--- src/rtl/dac_readback_pkg.sv ---
// ---------------------------------------------------------------------------
// dac_readback_pkg : shared types and constants for the DAC readback path
// Rev 1.0
// ---------------------------------------------------------------------------
`default_nettype none

package dac_readback_pkg;

   localparam int DEFAULT_WORD_WIDTH = 24;

   localparam logic [DEFAULT_WORD_WIDTH-1:0] NOP_WORD = '0;

   typedef enum logic [2:0] {
      IDLE       = 3'd0,
      CMD_FRAME  = 3'd1,
      GAP        = 3'd2,
      READ_FRAME = 3'd3,
      DONE       = 3'd4
   } rb_state_t;

endpackage

`default_nettype wire

--- src/rtl/spi_frame_shifter.sv ---
// ---------------------------------------------------------------------------
// spi_frame_shifter : one SPI frame (sclk/sync_n/sdo timing) with sdi capture
// Rev 1.0
// ---------------------------------------------------------------------------
`default_nettype none

module spi_frame_shifter
   import dac_readback_pkg::*;
#(
   parameter int WORD_WIDTH = DEFAULT_WORD_WIDTH,
   parameter int SCLK_HALF  = 1
) (
   input  logic                  clock,
   input  logic                  reset_n,
   input  logic                  start,
   input  logic [WORD_WIDTH-1:0] word,
   input  logic                  sdi,
   output logic                  done,
   output logic [WORD_WIDTH-1:0] captured,
   output logic                  sclk,
   output logic                  sdo,
   output logic                  sync_n
);

   localparam int BW = $clog2(WORD_WIDTH);
   localparam int HW = $clog2(SCLK_HALF + 1);
   localparam logic [BW-1:0] BIT_LAST  = BW'(WORD_WIDTH - 1);
   localparam logic [HW-1:0] HALF_LAST = HW'(SCLK_HALF - 1);

   logic                  active;
   logic [WORD_WIDTH-1:0] shift_reg;
   logic [BW-1:0]         bit_cnt;
   logic [HW-1:0]         half_cnt;
   logic                  phase_end;

   assign phase_end = active && (half_cnt == HALF_LAST);
   // done marks the edge that closes the last low phase of the frame
   assign done      = phase_end && !sclk && (bit_cnt == '0);

   always_ff @(posedge clock or negedge reset_n) begin
      if (!reset_n) begin
         active    <= 1'b0;
         shift_reg <= '0;
         captured  <= '0;
         bit_cnt   <= '0;
         half_cnt  <= '0;
         sclk      <= 1'b1;
         sdo       <= 1'b0;
         sync_n    <= 1'b1;
      end else if (start) begin
         active    <= 1'b1;
         shift_reg <= word;
         sdo       <= word[WORD_WIDTH-1];
         sclk      <= 1'b1;
         sync_n    <= 1'b0;
         bit_cnt   <= BIT_LAST;
         half_cnt  <= '0;
      end else if (phase_end) begin
         half_cnt <= '0;
         if (sclk) begin
            sclk     <= 1'b0;
            captured <= {captured[WORD_WIDTH-2:0], sdi};
         end else if (bit_cnt == '0) begin
            active <= 1'b0;
            sclk   <= 1'b1;
            sync_n <= 1'b1;
            sdo    <= 1'b0;
         end else begin
            sclk      <= 1'b1;
            bit_cnt   <= bit_cnt - 1'b1;
            shift_reg <= {shift_reg[WORD_WIDTH-2:0], 1'b0};
            sdo       <= shift_reg[WORD_WIDTH-2];
         end
      end else if (active) begin
         half_cnt <= half_cnt + 1'b1;
      end
   end

endmodule

`default_nettype wire

--- src/rtl/dac_readback_receiver.sv ---
// ---------------------------------------------------------------------------
// dac_readback_receiver : AD53xx register readback (command frame + read frame)
// Rev 1.0
// ---------------------------------------------------------------------------
`default_nettype none

module dac_readback_receiver
   import dac_readback_pkg::*;
#(
   parameter int WORD_WIDTH = DEFAULT_WORD_WIDTH,
   parameter int SCLK_HALF  = 1,
   parameter int SYNC_GAP   = 2
) (
   input  logic                  clock,
   input  logic                  reset_n,
   input  logic                  start_readback,
   input  logic [WORD_WIDTH-1:0] readback_cmd,
   output logic                  busy,
   output logic [WORD_WIDTH-1:0] rx_data,
   output logic                  rx_valid,
   output logic                  sclk,
   output logic                  sdo,
   output logic                  sync_n,
   input  logic                  sdi
);

   localparam int GW = $clog2(SYNC_GAP + 1);
   localparam logic [GW-1:0] GAP_LAST = GW'(SYNC_GAP - 1);

   rb_state_t             state;
   logic [GW-1:0]         gap_cnt;
   logic                  frame_start;
   logic                  frame_done;
   logic [WORD_WIDTH-1:0] frame_word;
   logic [WORD_WIDTH-1:0] captured;

   // The shifter loads on the same edge the FSM leaves IDLE or GAP
   assign frame_start = ((state == IDLE) && start_readback) ||
                        ((state == GAP) && (gap_cnt == GAP_LAST));
   assign frame_word  = (state == IDLE) ? readback_cmd : WORD_WIDTH'(NOP_WORD);

   spi_frame_shifter #(
      .WORD_WIDTH (WORD_WIDTH),
      .SCLK_HALF  (SCLK_HALF)
   ) u_shifter (
      .clock    (clock),
      .reset_n  (reset_n),
      .start    (frame_start),
      .word     (frame_word),
      .sdi      (sdi),
      .done     (frame_done),
      .captured (captured),
      .sclk     (sclk),
      .sdo      (sdo),
      .sync_n   (sync_n)
   );

   always_ff @(posedge clock or negedge reset_n) begin
      if (!reset_n) begin
         state    <= IDLE;
         gap_cnt  <= '0;
         busy     <= 1'b0;
         rx_data  <= '0;
         rx_valid <= 1'b0;
      end else begin
         rx_valid <= 1'b0;
         case (state)
            IDLE: begin
               if (start_readback) begin
                  state <= CMD_FRAME;
                  busy  <= 1'b1;
               end
            end
            CMD_FRAME: begin
               if (frame_done) begin
                  state   <= GAP;
                  gap_cnt <= '0;
               end
            end
            GAP: begin
               if (gap_cnt == GAP_LAST) begin
                  state <= READ_FRAME;
               end else begin
                  gap_cnt <= gap_cnt + 1'b1;
               end
            end
            READ_FRAME: begin
               if (frame_done) begin
                  state    <= DONE;
                  rx_data  <= captured;
                  rx_valid <= 1'b1;
               end
            end
            DONE: begin
               state <= IDLE;
               busy  <= 1'b0;
            end
            default: begin
               state <= IDLE;
               busy  <= 1'b0;
            end
         endcase
      end
   end

endmodule

`default_nettype wire

--- config.mk ---
export PLATFORM = sky130hd
export DESIGN_NAME = dac_readback_receiver
export DESIGN_NICKNAME = d
export VERILOG_FILES = /design/src/rtl/dac_readback_pkg.sv /design/src/rtl/spi_frame_shifter.sv /design/src/rtl/dac_readback_receiver.sv
export SDC_FILE = /design/constraint.sdc
export NUM_CORES = 1
export LEC_CHECK = 0
export CAP_MARGIN = 10
export CORE_AREA = 2 2 116 118
export CTS_CLUSTER_DIAMETER = 50
export CTS_CLUSTER_SIZE = 28
export DETAILED_ROUTE_END_ITERATION = 12
export DIE_AREA = 0 0 118 120
export MAX_ROUTING_LAYER = met4
export PLACE_DENSITY = 0.47
export SYNTH_ARGS = -nofsm -noshare
export SYNTH_HDL_FRONTEND = slang
export SYNTH_SLANG_ARGS = --single-unit
--- constraint.sdc ---
create_clock -name clock -period 1.73 [get_ports clock]
set_input_delay 0.519 -clock clock [delete_from_list [all_inputs] [get_ports clock]]
set_output_delay 0.519 -clock clock [all_outputs]
set_load 0.03 [all_outputs]
# ---- Word-level counts from Yosys, hierarchy flattened
# Cells that the tools add are included.
dict set report word_totals {
  out_inout_bits 29
  inputBits 28
  regBits 88
  elab_cells 91
}
dict set report classes {
  n_reduce_logical 22
  n_bitwise 3
  eq_ne 11
  mux 39
  n_addsub 3
}
# op n
set op_table {}
lappend op_table {{$mux 23} 4}
lappend op_table {{$mux 24} 1}
lappend op_table {{$mux 1} 21}
lappend op_table {{$mux 5} 4}
lappend op_table {{$mux 3} 4}
lappend op_table {{$ne 2x2->1 const B} 6}
lappend op_table {{$pmux 3 s4} 1}
lappend op_table {{$reduce_and 3->1} 4}
lappend op_table {{$eq 3x2->1 const B} 2}
lappend op_table {{$reduce_and 2->1} 3}
lappend op_table {{$reduce_bool 2->1} 3}
lappend op_table {{$logic_and 1x1->1} 5}
lappend op_table {{$logic_not 5->1} 1}
lappend op_table {{$sub 5x1->5 const B} 1}
lappend op_table {{$mux 2} 2}
lappend op_table {{$pmux 2 s2} 1}
lappend op_table {{$reduce_and 4->1} 1}
lappend op_table {{$eq 3x1->1 const B} 1}
lappend op_table {{$logic_not 3->1} 1}
lappend op_table {{$not 1->1} 3}
lappend op_table {{$reduce_bool 3->1} 1}
lappend op_table {{$reduce_or 3->1} 1}
lappend op_table {{$add 2x1->2 const B} 1}
lappend op_table {{$eq 2x1->1 const B} 1}
lappend op_table {{5 further kinds} 5}

# ---- Depth between registers and ports, before layout
# Gate-level depths: netlist (run 1).
dict set report logic_depth {
  ltp_word 6
  ltp_mapped 7
}

# ---- By module
# Synthesis (run 1) repeated with hierarchy kept, for this count alone.
dict set report unflattened {
  cells_unflattened 310
  area_unflattened_um2 3937.5
}
# module area_per_inst_um2 seq_area_each_um2 instances cells_each
set modules_own_cells {}
lappend modules_own_cells {spi_frame_shifter 2508.7 1428.9 1 202}
lappend modules_own_cells {dac_readback_receiver 1428.9 775.7 1 108}

# ---- Least setup slack after synthesis (run 1)
# Ideal clock, no wire load.
dict set report synth_path {
  path_type {reg-to-reg}
  startpoint {reg state[1]}
  endpoint {reg u_shifter.captured[0]}
  t_required_ps 1605
  path_slack_ps -154
  t_arrival_ps 1759
  stages_incl_launch_ff 6
  cell_sequence {dfrtp_1 -> clkbuf_1 -> mux2_2 -> a21oi_2 -> buf_2 -> mux2_2}
}
dict set report synth_via {
  elab_chain_cells 5
  elab_cells_between_ends 7
}
# element line_no
set synth_lines {}
lappend synth_lines {{start: declaration} dac_readback_receiver.sv:30} ;# rb_state_t state;
lappend synth_lines {{start signal: assignment} dac_readback_receiver.sv:60} ;# state <= IDLE;
lappend synth_lines {{start signal: assignment} dac_readback_receiver.sv:70} ;# state <= CMD_FRAME;
lappend synth_lines {{start signal: assignment} dac_readback_receiver.sv:76} ;# state <= GAP;
lappend synth_lines {{$eq 3x2->1 / $logic_not 3->1 (equally long branches)} {dac_readback_receiver.sv:39, dac_readback_receiver.sv:38}}
lappend synth_lines {{$logic_and 1x1->1 (on tied branches)} {dac_readback_receiver.sv:39, dac_readback_receiver.sv:38}}
lappend synth_lines {{$logic_or 1x1->1 *} dac_readback_receiver.sv:38} ;# assign frame_start = ((state == IDLE) && start_readback) ||
lappend synth_lines {{$not 1->1 (no source line) *} --}
lappend synth_lines {{$reduce_and 3->1 (no source line) *} --}
lappend synth_lines {{end signal: assignment} spi_frame_shifter.sv:62} ;# captured <= {captured[WORD_WIDTH-2:0], sdi};
lappend synth_lines {{end: declaration} spi_frame_shifter.sv:19} ;# output logic [WORD_WIDTH-1:0] captured,
# Mark *: on every way between the ends. The rest lies on a longest branch, timed or not.
# A chain may end at the register's enable or synchronous reset.

# ---- Worst setup path after layout (run 1)
dict set report layout_path {
  startpoint {reg u_shifter.bit_cnt[0]}
  endpoint {reg state[1]}
}
dict set report layout_via {
  elab_chain_cells 4
  elab_cells_between_ends 5
}
# element line_no
set layout_lines {}
lappend layout_lines {{start: declaration} spi_frame_shifter.sv:32} ;# logic [BW-1:0] bit_cnt;
lappend layout_lines {{start signal: assignment} spi_frame_shifter.sv:70} ;# bit_cnt <= bit_cnt - 1'b1;
lappend layout_lines {{$logic_not 5->1 *} spi_frame_shifter.sv:38} ;# assign done = phase_end && !sclk && (bit_cnt == '0);
lappend layout_lines {{$logic_and 1x1->1 *} spi_frame_shifter.sv:38}
lappend layout_lines {{$ne 2x2->1 (no source line)} --}
lappend layout_lines {{$reduce_and 4->1 (no source line) *} --}
# Marks and branches as above.

==> results.sh, run 1 <==
export IMPL_status="finished, violations left"
export IMPL_violations="setup timing"
export IMPL_synth_area_mm2=0.00377
export IMPL_viasPerCell=4.78
export IMPL_fin_crit_sh_pct=103
export IMPL_cts_root_buf="clkbuf_16"
export IMPL_synth_main_ff_cell="dfrtp_1"
export IMPL_criticalPathCategory="reg -> reg"
export IMPL_syn2layout_area_growth_pct=48.7
export IMPL_grt_usage_pct=13.3
export IMPL_grt_pass1_wl_um=14500
export IMPL_grt_pass1_vias=2806
export IMPL_cts_clk_slew_worst_paths_ns=0.07
export IMPL_post_drt_wl_per_cell_um=15.8
export IMPL_gp_congestion=0.739
export IMPL_p_leak_nw=2.52
export IMPL_clock_skew_final_ns=0.00860
export IMPL_io_pins=57
export IMPL_max_freq_ghz=0.563
export IMPL_ys_warnings_count=0
export IMPL_clock_latency_ns=0.34
export IMPL_setup_worst_path_start_class="register"
export IMPL_hold_path_class="in -> async"
export IMPL_io_buffers=56
export IMPL_synth_seq_cells=88
export IMPL_grt_max_degree=44
export IMPL_syn_area_per_cell_um2=12.8
export IMPL_cts_path_max_buffers=2
export IMPL_synth_nets=324
export IMPL_grt_antenna_before_repair=0
export IMPL_grt_overflow=0
export IMPL_setup_ws_ns=-0.0476
export IMPL_worst_slew_pin_slew_ns=0.421
export IMPL_slew_viol_final=0
export IMPL_rsz0062_at_grt="yes"
export IMPL_core_mm2=0.0130
export IMPL_min_period_ns=1.78
export IMPL_synth_cell_types=41
export IMPL_h_tree_depth=3
export IMPL_drtAntennaViolNets=0
export IMPL_routed_wl_um=8960
export IMPL_dieArea_mm2=0.0142
export IMPL_timing_hold_ws_ns=0.111
export IMPL_place_hpwl_um=5510
export IMPL_power_mw=11.5
export IMPL_cap_violations=0
export IMPL_die_h_um=120
export IMPL_numCtsBuffers=9
export IMPL_arrival_ns=2.04
export IMPL_crit_path_end_kind="register"
export IMPL_crit_fanout=3
export IMPL_setup_viol=7
export IMPL_num_rows=42
export IMPL_drt_pass1_iter_count=4
export IMPL_yosysSeqAreaShare_pct=58.4
export IMPL_finalHoldViolations=0
export IMPL_vias=2711
export IMPL_synth_edf_count=0
export IMPL_drt_iter0_drc=111
export IMPL_die_w_um=118
export IMPL_cp_required_ns=2.00
export IMPL_drc_errors=0
export IMPL_drive_gt1_share_pct=39.9
export IMPL_cts_tree="built"
export IMPL_async_flop_share_pct=100
export IMPL_relSlewSlack_pct=71.9
export IMPL_initial_core_util_pct=29.1
export IMPL_clkSinkCount=88
export IMPL_fin_util_pct=43.2
export IMPL_p_per_area_mw_per_mm2=2050
export IMPL_n_antenna_cell=0
export IMPL_nNetsFinal=416
export IMPL_ir_drop_uv=936
export IMPL_synthCells=294
-- metal layers --
metal	vias up	wire [um]	global-route usage, %
met5	-	0	-
met4	0	75	5.12
met3	7	331	3.80
met2	56	4260	19.9
met1	1368	4290	17.2
li1	1280	-	-
-- cells in the mapped netlist (2+ instances only) --
| cell type | instances | area, um2 |
|---|---|---|
| dfstp_2 | 2 | 52.6 |
| dfrtp_1 | 86 | 2150 |
| o31ai_1 | 2 | 15.0 |
| inv_1 | 9 | 33.8 |
| clkbuf_1 | 13 | 48.8 |
| buf_2 | 9 | 45.0 |
| or4_1 | 3 | 22.5 |
| o21ai_0 | 6 | 30.0 |
| nand3_1 | 4 | 20.0 |
| o32ai_1 | 22 | 193 |
| a21oi_1 | 4 | 20.0 |
| a211oi_1 | 3 | 22.5 |
| mux2_2 | 49 | 552 |
| a2bb2oi_1 | 22 | 193 |
| ha_1 | 2 | 25.0 |
| nor2_1 | 7 | 26.3 |
| nand2_1 | 27 | 101 |
-- cells by family after synthesis --
family,synth area share (%)
xor gates and xnor gates,0.232
buffers and inverters,3.61
AOI/OAI and AO/OA,14.0
DFF,58.4
adders and majority gates,0.663
and+or+nand+nor,8.16
muxes,14.9
-- worst max-delay path, cell delays in order (launching register included) --
cell and delay, ns:
dfrtp_1 0.39, inv_2 0.09, ha_4 0.14, or4b_4 0.47, or4_1 0.47, a21oi_1 0.13
-- worst paths after layout --
kind                       depth (start not counted)                             endpoint                              from  slack, ns
setup / recovery                                   5                 state[1]$_DFFE_PN0P_  u_shifter.bit_cnt[0]$_DFFE_PN0P_      -0.05
hold / removal                                     1  u_shifter.shift_reg[14]$_DFFE_PN0P_                           reset_n       0.11
setup reg to reg                                   5                 state[1]$_DFFE_PN0P_  u_shifter.bit_cnt[0]$_DFFE_PN0P_      -0.05
hold reg to reg                                    1              rx_data[14]$_DFFE_PN0P_           rx_data[14]$_DFFE_PN0P_       0.50
max in group asynchronous                          2              rx_data[23]$_DFFE_PN0P_                           reset_n       1.05
min in group clock                                 1              rx_data[14]$_DFFE_PN0P_           rx_data[14]$_DFFE_PN0P_       0.50
-- timing repair --
| item | in CTS | in global routing |
|---|---|---|
| hold buffers | 0 | 0 |
| cloned | 2 | 4 |
| buffers inserted | 2 | 6 |
| endpoints found under the setup margin | 102 | 73 |
| resized for setup | 41 | 48 |
| pin swaps | 2 | 12 |
-- cell type report --
type	instances	area, um2
well taps	176	220
inverters	9	33.8
flip-flops and latches	88	2200
fillers	1261	7370
repair buffers	105	1110
clock inverters	6	90.1
multi-input cells	173	1730
clock buffers	10	229
-- stage by stage --
step           setup WS [ns]  TNS, ns  cell area (um2)  instances
6_report             -0.0476   -0.114             5610        567
2_1_floorplan        -0.0734   -0.705             3790        294
3_5_place_dp          -0.454   -16.80             4830        537
4_1_cts              -0.0504   -0.539             5240        557
5_1_grt              -0.0959    -3.53             5610        567
3_3_place_gp          -0.434   -16.62             4830        537
-- cell usage in the layout (no fill, tap or decap), drive strengths merged, types with 4 or more instances in the layout --
master / Yosys / routed
nand3: 4 / 4
nor2: 7 / 7
o21ai: 6 / 6
o32ai: 22 / 22
nand2: 27 / 27
a21oi: 5 / 5
buf: 10 / 49
dlygate4sd2: 0 / 28
clkdlybuf4s50: 0 / 25
a2bb2oi: 22 / 22
mux2: 49 / 49
dfrtp: 86 / 86
clkbuf: 14 / 13
inv: 9 / 11
-- report_power, final --
group	leakage, nW	internal (mW)	total (mW)	switching (mW)
registers	1.07	2.96	3.61	0.645
clock network	0.153	1.27	2.10	0.825
logic	1.30	3.35	5.82	2.47
total	2.52	7.59	11.5	3.94
No activity file was read; power rests on OpenSTA's default activity.
==> run 2: changes to the inputs <==
--- a/config.mk
+++ b/config.mk
@@ -13,6 +13,7 @@
 export DIE_AREA = 0 0 118 120
 export MAX_ROUTING_LAYER = met4
 export PLACE_DENSITY = 0.47
+export REMOVE_ABC_BUFFERS = 1
 export SYNTH_ARGS = -nofsm -noshare
 export SYNTH_HDL_FRONTEND = slang
 export SYNTH_SLANG_ARGS = --single-unit
==> run 2 against run 1 <==
Compared with the run above:
- clock skew barely moved
- via count is 4.0% lower
- largest power group unchanged
- non-clock buffer count is 7 lower
- the flow still finishes with violations (setup timing)
- first-iteration DRC count down 16%
==> results.sh, run 2 (same netlist as run 1, synthesis figures left out) <==
export IMPL_layout_common_cells="dfrtp_1, buf_4, mux2_2"
export IMPL_setup_ws_ns=-0.0324
export IMPL_cp_required_ns=2.00
export IMPL_cts_root_buf="clkbuf_16"
export IMPL_cts_hold_buf=0
export IMPL_drive_gt1_share_pct=35.2
export IMPL_cts_clk_slew_worst_paths_ns=0.07
export IMPL_max_stage_delay_ns=0.49
export IMPL_relSlewSlack_pct=77.3
export IMPL_cp_slowest_cell="or4_4"
export IMPL_timing_hold_ws_ns=0.0651
export IMPL_worst_slew_pin_slew_ns=0.342
export IMPL_clock_latency_ns=0.34
export IMPL_grt_pass1_wl_um=14300
export IMPL_crit_fanout=3
export IMPL_die_h_um=120
export IMPL_vias=2603
export IMPL_routed_wl_um=8560
export IMPL_numCtsBuffers=9
export IMPL_rsz0062_at_grt="yes"
export IMPL_place_hpwl_um=5410
export IMPL_r2r_end="state[1]$_DFFE_PN0P_"
export IMPL_arrival_ns=2.03
export IMPL_cp_num_buf_inv=1
export IMPL_setup_tns_ns=-0.0824
export IMPL_hold_path_class="in -> async"
export IMPL_grt_usage_pct=13.0
export IMPL_cap_violations=0
export IMPL_ir_drop_uv=686
export IMPL_dp_slack_ns=-0.382
export IMPL_initial_core_util_pct=29.1
export IMPL_drt_iter0_drc=93
export IMPL_r2r_start="u_shifter.bit_cnt[1]$_DFFE_PN0P_"
export IMPL_finalHoldViolations=0
export IMPL_gp_congestion=0.776
export IMPL_reg2reg_slack_ns=-0.03
export IMPL_power_mw=10.3
export IMPL_dieArea_mm2=0.0142
export IMPL_criticalPathCategory="reg -> reg"
export IMPL_grt_antenna_before_repair=0
export IMPL_slew_viol_final=0
export IMPL_io_buffers=56
export IMPL_finalInstanceArea_mm2=0.00528
export IMPL_drtAntennaViolNets=0
export IMPL_crit_path_end_kind="register"
export IMPL_core_mm2=0.0130
export IMPL_grt_max_degree=48
export IMPL_grt_pass1_vias=2780
export IMPL_n_antenna_cell=0
export IMPL_multi_input_area_mm2=0.00158
export IMPL_fillCellCount=1260
export IMPL_clock_skew_final_ns=0.00811
export IMPL_dpl_cell_area_mm2=0.00478
export IMPL_num_rows=42
export IMPL_h_tree_depth=3
export IMPL_ff2ff_path_depth=5
export IMPL_p_per_area_mw_per_mm2=1950
export IMPL_path_delay_family="simple AND/OR/NAND/NOR gates"
export IMPL_p_leak_nw=2.39
export IMPL_status="finished, violations left"
export IMPL_min_period_ns=1.76
export IMPL_post_place_cells=535
export IMPL_syn2layout_area_growth_pct=40.0
export IMPL_drc_errors=0
export IMPL_violations="setup timing"
export IMPL_instances_no_fill=560
export IMPL_io_pins=57
export IMPL_cts_tree="built"
export IMPL_final_common_cell="dfrtp_1"
export IMPL_setup_viol=9
export IMPL_viasPerCell=4.65
export IMPL_grt_overflow=0
export IMPL_crit_path_start="u_shifter.bit_cnt[1]$_DFFE_PN0P_"
export IMPL_post_drt_wl_per_cell_um=15.3
export IMPL_fin_crit_sh_pct=102
export IMPL_clkSinkCount=88
export IMPL_setup_worst_path_start_class="register"
export IMPL_die_w_um=118
export IMPL_cts_path_max_buffers=2
export IMPL_fin_util_pct=40.7
export IMPL_nNetsFinal=409
export IMPL_seq_area_mm2=0.00220
export IMPL_max_freq_ghz=0.567
export IMPL_path_cells="inv_2 > ha_4 > or4b_4 > or4_4 > a21oi_2"
export IMPL_drt_pass1_iter_count=4
==> run 2: changes by cell type in the layout (fill, tap and decap cells not counted), moves of 2 or more <==
cell,change
a2bb2oi_2,-17
a2bb2oi_1,+17
or4_4,+2
buf_4,-2
mux2_4,-7
clkbuf_16,-2
bufinv_16,-2
a21oi_1,-2
a21oi_2,+2
mux2_2,+7
buf_12,-3
or4_1,-2
clkinvlp_4,+2
==> run 2: final cells by class <==
class                           count  area share (%)
Clock buffer                       11            4.59
Clock inverter                      5           0.758
Inverter                            9           0.639
Multi-Input combinational cell    173            29.9
Sequential cell                    88            41.7
Tap cell                          176            4.17
Timing Repair Buffer               98            18.3
==> run 2: metal layers <==
metal / GRT usage (%) / wire (um) / vias to the layer above
met1: 17.5 / 4420 / 1281
met2: 19.2 / 3740 / 46
met5: - / 0 / -
met4: 5.42 / 150 / 0
met3: 2.52 / 250 / 13
li1: - / - / 1263
==> run 2: what timing repair did <==
| item | CTS | global route |
|---|---|---|
| cloned | 1 | 1 |
| buffers inserted | 2 | 5 |
| pin swaps | 2 | 4 |
| gates resized for setup | 42 | 26 |
| endpoints found under the setup margin | 62 | 68 |
==> run 2: worst max-delay path by stage <==
stage | endpoint | slack (ns) | cells after the start
floorplan | rx_data[0]$_DFFE_PN0P_ | -1.11 | 5
global placement | u_shifter.captured[7]$_DFFE_PN0P_ | -0.37 | 5
detailed placement | u_shifter.captured[8]$_DFFE_PN0P_ | -0.38 | 5
CTS | state[1]$_DFFE_PN0P_ | -0.03 | 5
global route | state[1]$_DFFE_PN0P_ | -0.08 | 5
finish | state[1]$_DFFE_PN0P_ | -0.03 | 5
==> run 2: where the power goes <==
group | total (mW) | switching, mW | internal [mW]
logic | 4.89 | 2.21 | 2.69
registers | 3.56 | 0.595 | 2.96
clock network | 1.85 | 0.832 | 1.02
